## src/rtl/mips_store_pkg.sv

```systemverilog
// Shared types and constants for the MIPS store unit.
// The MIPS_STORE_RMW_EN build macro selects read-modify-write stores; see mips_store_unit.
package mips_store_pkg;

    typedef enum logic [1:0] {
        OP_SB  = 2'b00,
        OP_SH  = 2'b01,
        OP_SW  = 2'b10,
        OP_ILL = 2'b11
    } store_op_t;

    typedef enum logic [1:0] {
        S_IDLE  = 2'b00,
        S_READ  = 2'b01,
        S_WRITE = 2'b10
    } state_t;

    localparam logic [3:0] BE_ALL  = 4'b1111;
    localparam logic [3:0] BE_NONE = 4'b0000;

endpackage

```

## src/rtl/mips_store_lane_aligner.sv

```systemverilog
// Combinational byte-lane aligner: replicates store data across lanes,
// produces little-endian byte enables and flags misaligned/illegal requests.
module mips_store_lane_aligner
    import mips_store_pkg::*;
(
    input  store_op_t   op_i,
    input  logic [1:0]  addr_lo_i,
    input  logic [31:0] data_i,
    output logic [31:0] writedata_o,
    output logic [3:0]  byteenable_o,
    output logic        misaligned_o
);

    // Lane placement and alignment check per store width
    always_comb begin
        writedata_o  = '0;
        byteenable_o = BE_NONE;
        misaligned_o = 1'b0;
        case (op_i)
            OP_SB: begin
                writedata_o  = {4{data_i[7:0]}};
                byteenable_o = 4'b0001 << addr_lo_i;
            end
            OP_SH: begin
                writedata_o  = {2{data_i[15:0]}};
                byteenable_o = addr_lo_i[1] ? 4'b1100 : 4'b0011;
                misaligned_o = addr_lo_i[0];
            end
            OP_SW: begin
                writedata_o  = data_i;
                byteenable_o = BE_ALL;
                misaligned_o = |addr_lo_i;
            end
            default: begin
                misaligned_o = 1'b1;
            end
        endcase
    end

endmodule

```

## src/rtl/mips_store_unit.sv

```systemverilog
// Memory-write side of the multicycle MIPS datapath: accepts one SB/SH/SW
// request and drives a registered Avalon-style write, holding it under
// waitrequest. Build macro MIPS_STORE_RMW_EN turns SB/SH into a
// read-modify-write of the whole word for memories without byte enables.
module mips_store_unit
    import mips_store_pkg::*;
#(
    parameter int ADDR_W = 32
) (
    input  logic              clk,
    input  logic              reset,
    input  logic              req_valid,
    output logic              req_ready,
    input  logic [1:0]        req_op,
    input  logic [ADDR_W-1:0] req_addr,
    input  logic [31:0]       req_data,
    output logic              done,
    output logic              misaligned,
    output logic [ADDR_W-1:0] mem_address,
    output logic              mem_write,
    output logic              mem_read,
    output logic [31:0]       mem_writedata,
    output logic [3:0]        mem_byteenable,
    input  logic [31:0]       mem_readdata,
    input  logic              mem_waitrequest
);

    state_t            state_q, state_d;
    logic [ADDR_W-1:0] addr_q, addr_d;
    logic [31:0]       wdata_q, wdata_d;
    logic [3:0]        be_q, be_d;
    logic              write_q, write_d;
    logic              done_q, done_d;
    logic              mis_q, mis_d;

    logic [31:0]       al_wdata;
    logic [3:0]        al_be;
    logic              al_mis;
    store_op_t         op;

    assign op = store_op_t'(req_op);

    mips_store_lane_aligner u_aligner (
        .op_i         (op),
        .addr_lo_i    (req_addr[1:0]),
        .data_i       (req_data),
        .writedata_o  (al_wdata),
        .byteenable_o (al_be),
        .misaligned_o (al_mis)
    );

`ifdef MIPS_STORE_RMW_EN
    logic        read_q, read_d;
    logic [31:0] lane_mask;

    // Expand the registered byte enables into a bit mask for the merge
    always_comb begin
        lane_mask = {{8{be_q[3]}}, {8{be_q[2]}}, {8{be_q[1]}}, {8{be_q[0]}}};
    end

    assign mem_read = read_q;
`else
    logic unused_readdata;

    assign unused_readdata = ^mem_readdata;
    assign mem_read        = 1'b0;
`endif

    // State and bus register update; reset abandons any access in flight
    always_ff @(posedge clk) begin
        if (reset) begin
            state_q <= S_IDLE;
            addr_q  <= '0;
            wdata_q <= '0;
            be_q    <= BE_NONE;
            write_q <= 1'b0;
            done_q  <= 1'b0;
            mis_q   <= 1'b0;
`ifdef MIPS_STORE_RMW_EN
            read_q  <= 1'b0;
`endif
        end else begin
            state_q <= state_d;
            addr_q  <= addr_d;
            wdata_q <= wdata_d;
            be_q    <= be_d;
            write_q <= write_d;
            done_q  <= done_d;
            mis_q   <= mis_d;
`ifdef MIPS_STORE_RMW_EN
            read_q  <= read_d;
`endif
        end
    end

    // Next-state and next bus values; strobes change only on completion
    always_comb begin
        state_d = state_q;
        addr_d  = addr_q;
        wdata_d = wdata_q;
        be_d    = be_q;
        write_d = write_q;
        done_d  = 1'b0;
        mis_d   = 1'b0;
`ifdef MIPS_STORE_RMW_EN
        read_d  = read_q;
`endif
        case (state_q)
            S_IDLE: begin
                if (req_valid) begin
                    if (al_mis) begin
                        mis_d = 1'b1;
                    end else begin
                        addr_d  = {req_addr[ADDR_W-1:2], 2'b00};
                        wdata_d = al_wdata;
                        be_d    = al_be;
`ifdef MIPS_STORE_RMW_EN
                        if (op != OP_SW) begin
                            state_d = S_READ;
                            read_d  = 1'b1;
                        end else begin
                            state_d = S_WRITE;
                            write_d = 1'b1;
                        end
`else
                        state_d = S_WRITE;
                        write_d = 1'b1;
`endif
                    end
                end
            end
`ifdef MIPS_STORE_RMW_EN
            S_READ: begin
                if (!mem_waitrequest) begin
                    wdata_d = (mem_readdata & ~lane_mask) | (wdata_q & lane_mask);
                    be_d    = BE_ALL;
                    read_d  = 1'b0;
                    write_d = 1'b1;
                    state_d = S_WRITE;
                end
            end
`endif
            S_WRITE: begin
                if (!mem_waitrequest) begin
                    write_d = 1'b0;
                    done_d  = 1'b1;
                    state_d = S_IDLE;
                end
            end
            default: begin
                state_d = S_IDLE;
                write_d = 1'b0;
            end
        endcase
    end

    assign req_ready      = (state_q == S_IDLE);
    assign done           = done_q;
    assign misaligned     = mis_q;
    assign mem_address    = addr_q;
    assign mem_write      = write_q;
    assign mem_writedata  = wdata_q;
    assign mem_byteenable = be_q;

endmodule

```

## config.mk

```make
export PLATFORM = sky130hd
export DESIGN_NAME = mips_store_unit
export DESIGN_NICKNAME = d
export VERILOG_FILES = /design/src/rtl/mips_store_pkg.sv /design/src/rtl/mips_store_lane_aligner.sv /design/src/rtl/mips_store_unit.sv
export SDC_FILE = /design/constraint.sdc
export NUM_CORES = 1
export LEC_CHECK = 0
export BUFFER_PORTS_ARGS = -buffer_cell sky130_fd_sc_hd__buf_2
export CAP_MARGIN = 10
export CORE_MARGIN = 4
export CORE_UTILIZATION = 40
export CTS_CLUSTER_SIZE = 20
export DETAILED_ROUTE_END_ITERATION = 8
export PLACE_DENSITY = 0.74
export REMOVE_ABC_BUFFERS = 1
export SLEW_MARGIN = 20
export SYNTH_ARGS = -nofsm -noshare
export SYNTH_HDL_FRONTEND = slang
export SYNTH_SLANG_ARGS = --single-unit
```

## constraint.sdc

```tcl
create_clock -name clk -period 1.6 [get_ports clk]
set_clock_uncertainty 0.15 [all_clocks]
set_input_delay 0.32 -clock clk [delete_from_list [all_inputs] [get_ports clk]]
set_output_delay 0.32 -clock clk [all_outputs]
set_load 0.01 [all_outputs]
```

==> metrics <==
status=finished, final reports clean; placed cell count=just over 600; P_sw=around 1000 uW; global-route wire length before repair=14360 microns; Combinational Power Share=0.202; post-synthesis sequential area ratio=0.3933; Worst Path Required=around 1700 ps; Clock Latency Late Sink=330 ps; fin crit share=0.9392; most frequent CP cell=buf_4; synthesized area=3512 sq um; fraction of layout cells with a size suffix above 1=0.3924; PwrDens=approximately 830 nW/um^2; H-tree depth=3; Clock transition at path regs=70 ps; Area after DPL=4389 sq um; warnings from Yosys=0; worst-path fanout max=7; Sw Share=0.2725; mux cell area share after synthesis=0.1596; num ports=~180; routed len/inst=~14 microns; Die ar.=10340 sq um; vias in the first global route=3066; core area=8382 sq um; Yosys reg bits=69; Fin Setup TNS=0 ps; antenna violations before repair=0; CP Launch Type=flop; Clock power frac=0.314; Area Overhead vs Synth=31.35%; FP Rows=33; GRT Overall Usage=0.1738; compound-cell area share of the yosys netlist=0.1218; Fill cells=777; fin. max-slew vios=0; number of setup violations in the final report=0; unrepaired setup endpoints after global routing=no; root buffer cell=clkbuf_8; DIE HEIGHT=101.7 microns; First-pass DRT Iterations=4; vias per inst=around 5; Worst Hold Class=in2reg; nets=623; via count=approximately 3200; initial core utilization=0.4190; Pint=roughly 2800 uW; Total Routed Length=9149 microns; Mean Syn Cell Area=9.291 sq um; Final Cell Area=approximately 4600 sq um; CTS tree=yes; GPL Wtd Cong=0.7910; Fmax=665.5 MHz; clk sinks=69; hpwl dp=around 6700 microns; number of nets still failing antenna checks after routing=0; Worst setup EP type=flop; Flop pwr share=0.484; GRT Residual Overflow=0; Mapped Cells=378; xor-xnor portion of the synthesized cell area=0; Remaining DRCs=0; Peak VDD IR=373.3 uV; Worst slew margin=0.5519; Die X=101.7 microns; DP Worst Slack=-431.6 ps; Clock Tree Buf Depth=2; simple-gate share of the synthesized area=0.2690; Setup CP Type=reg2reg; non-filler cells, final=631; Distinct cells, synth=29; DRC marker count from the first detailed-route iteration=57; arrival time worst endpoint=1610 ps; Final Hold Viols=0; Pleak=0.002107 uW; CTS buffer count=9; Adder-Cell Fraction of Synth Area=0; slew of the pin with the lowest slew margin=669.2 ps; Max-Cap Viols=0; CP max-delay cell=dfxtp_1; CP peak stage delay=about 310 ps; PortBufs=139; largest family of logic cells by synthesized area=simple AND/OR/NAND/NOR gates; final worst path period need=between 1500 and 2000 ps; flop2flop setup slack=100 ps; CP cell instances=nand2b_1 > buf_4 > a21oi_4 > buf_12 > buf_4 > mux2i_1; largest net degree at the start of global routing=65; final worst slack=97.28 ps
-- layer usage --
metal	global-route usage	wire length (microns)
met5	0	0
met4	0.06544	147
met3	0.06474	972
met2	0.2787	3992
met1	0.2124	4037
-- final timing paths --
kind,start,end,cells past startpoint
hold reg to reg,mem_byteenable[2],mem_byteenable[2],1
hold / removal,req_addr[14],mem_address[14],3
setup reg to reg,mem_write,mem_address[17],6
setup / recovery,mem_write,mem_address[17],6
-- repair_timing --
item,in CTS,in global routing
buffers inserted,0,1
hold buffers,1,0
hold endpoints to repair,1,0
resized for setup,1,2
pin swaps,0,0
endpoints found under the setup margin,15,13
gates cloned,0,1
-- cell type report --
| class | instances | area (sq um) | share of cell area |
|---|---|---|---|
| timing repair buffer | 165 | 964.7 | 0.2091 |
| multi-input combinational | 271 | 1956 | 0.4239 |
| tap | 105 | 131.4 | 0.02848 |
| inverter | 5 | 18.77 | 0.004068 |
| clock inverter | 2 | 10.01 | 0.002170 |
| clock buffer | 13 | 148.9 | 0.03228 |
| antenna | 1 | 2.502 | 0.0005424 |
| sequential | 69 | 1381 | 0.2994 |
-- cells in the mapped netlist (all sizes together) --
master	count	area, sq um
mux2	16	180.2
nor3b	1	7.510
o21ai	2	10.01
a221oi	2	17.52
a31oi	2	12.51
a22oi	16	120.1
nor3	2	10.01
or3	1	11.26
inv	5	18.77
a21o	2	15.01
nand2b	86	538.0
conb	1	3.750
o21a	2	15.01
nor2b	26	162.7
a21oi	11	58.81
nand3b	8	60.06
nand2	20	75.07
mux2i	38	380.4
clkbuf	22	82.58
dfxtp	69	1381
a211o	1	8.760
nand3	16	80.08
o211ai	16	170.2
buf	13	92.59
-- worst max-delay path, delay by kind of cell, from the launching register on --
family                 cells  cell delay [ps]
DFF                        1              310
buffers and inverters      3              490
AOI/OAI and AO/OA          1              130
muxes                      1              190
and+or+nand+nor            1              160
-- state kept, by name, summed over array words and instances (netlist names) --
name	flops
mem_writedata	32
mem_byteenable	4
mem_write	1
done	1
misaligned	1
mem_address	30
-- power groups by stage --
stage,combinational [uW],clock (uW),sequential (uW)
floorplan,337,0,1950
global placement,745,0,1900
detailed placement,758,0,1900
CTS,763,1260,1870
global route,848,1350,1880
finish,776,1210,1870
-- placed cells by master (no fill, tap or decap), types with 2 or more instances in the layout --
| cell type | count |
|---|---|
| a21oi_1 | 10 |
| nand3_1 | 16 |
| clkbuf_1 | 3 |
| nor3_1 | 2 |
| buf_2 | 139 |
| mux2i_1 | 38 |
| o211ai_2 | 10 |
| buf_4 | 19 |
| mux2_2 | 16 |
| inv_1 | 5 |
| a22oi_1 | 16 |
| o211ai_1 | 6 |
| nand3b_1 | 8 |
| nand2_1 | 20 |
| dfxtp_1 | 69 |
| o21ai_0 | 2 |
| a221oi_1 | 2 |
| clkbuf_8 | 10 |
| conb_1 | 3 |
| nor2b_1 | 25 |
| buf_12 | 4 |
| clkinv_2 | 2 |
| nand2b_1 | 86 |
| o21a_1 | 2 |
| a31oi_1 | 2 |
-- stage by stage --
stage               total power (uW)    util  hold WS (ps)
finish                          3851  0.5504         92.32
global route                    4072  0.5501         87.17
CTS                             3885  0.5441         76.68
detailed placement              2662  0.5237         308.3
global placement                2646  0.5237         302.0
floorplan                       2290       -         239.1
-- kinds of logic after synthesis --
group           after synthesis
simple gates                160
flops                        69
compound gates               54
mux                          54
buf+inv                      40
other cells                   1
No activity file was read; power rests on OpenSTA's default activity.
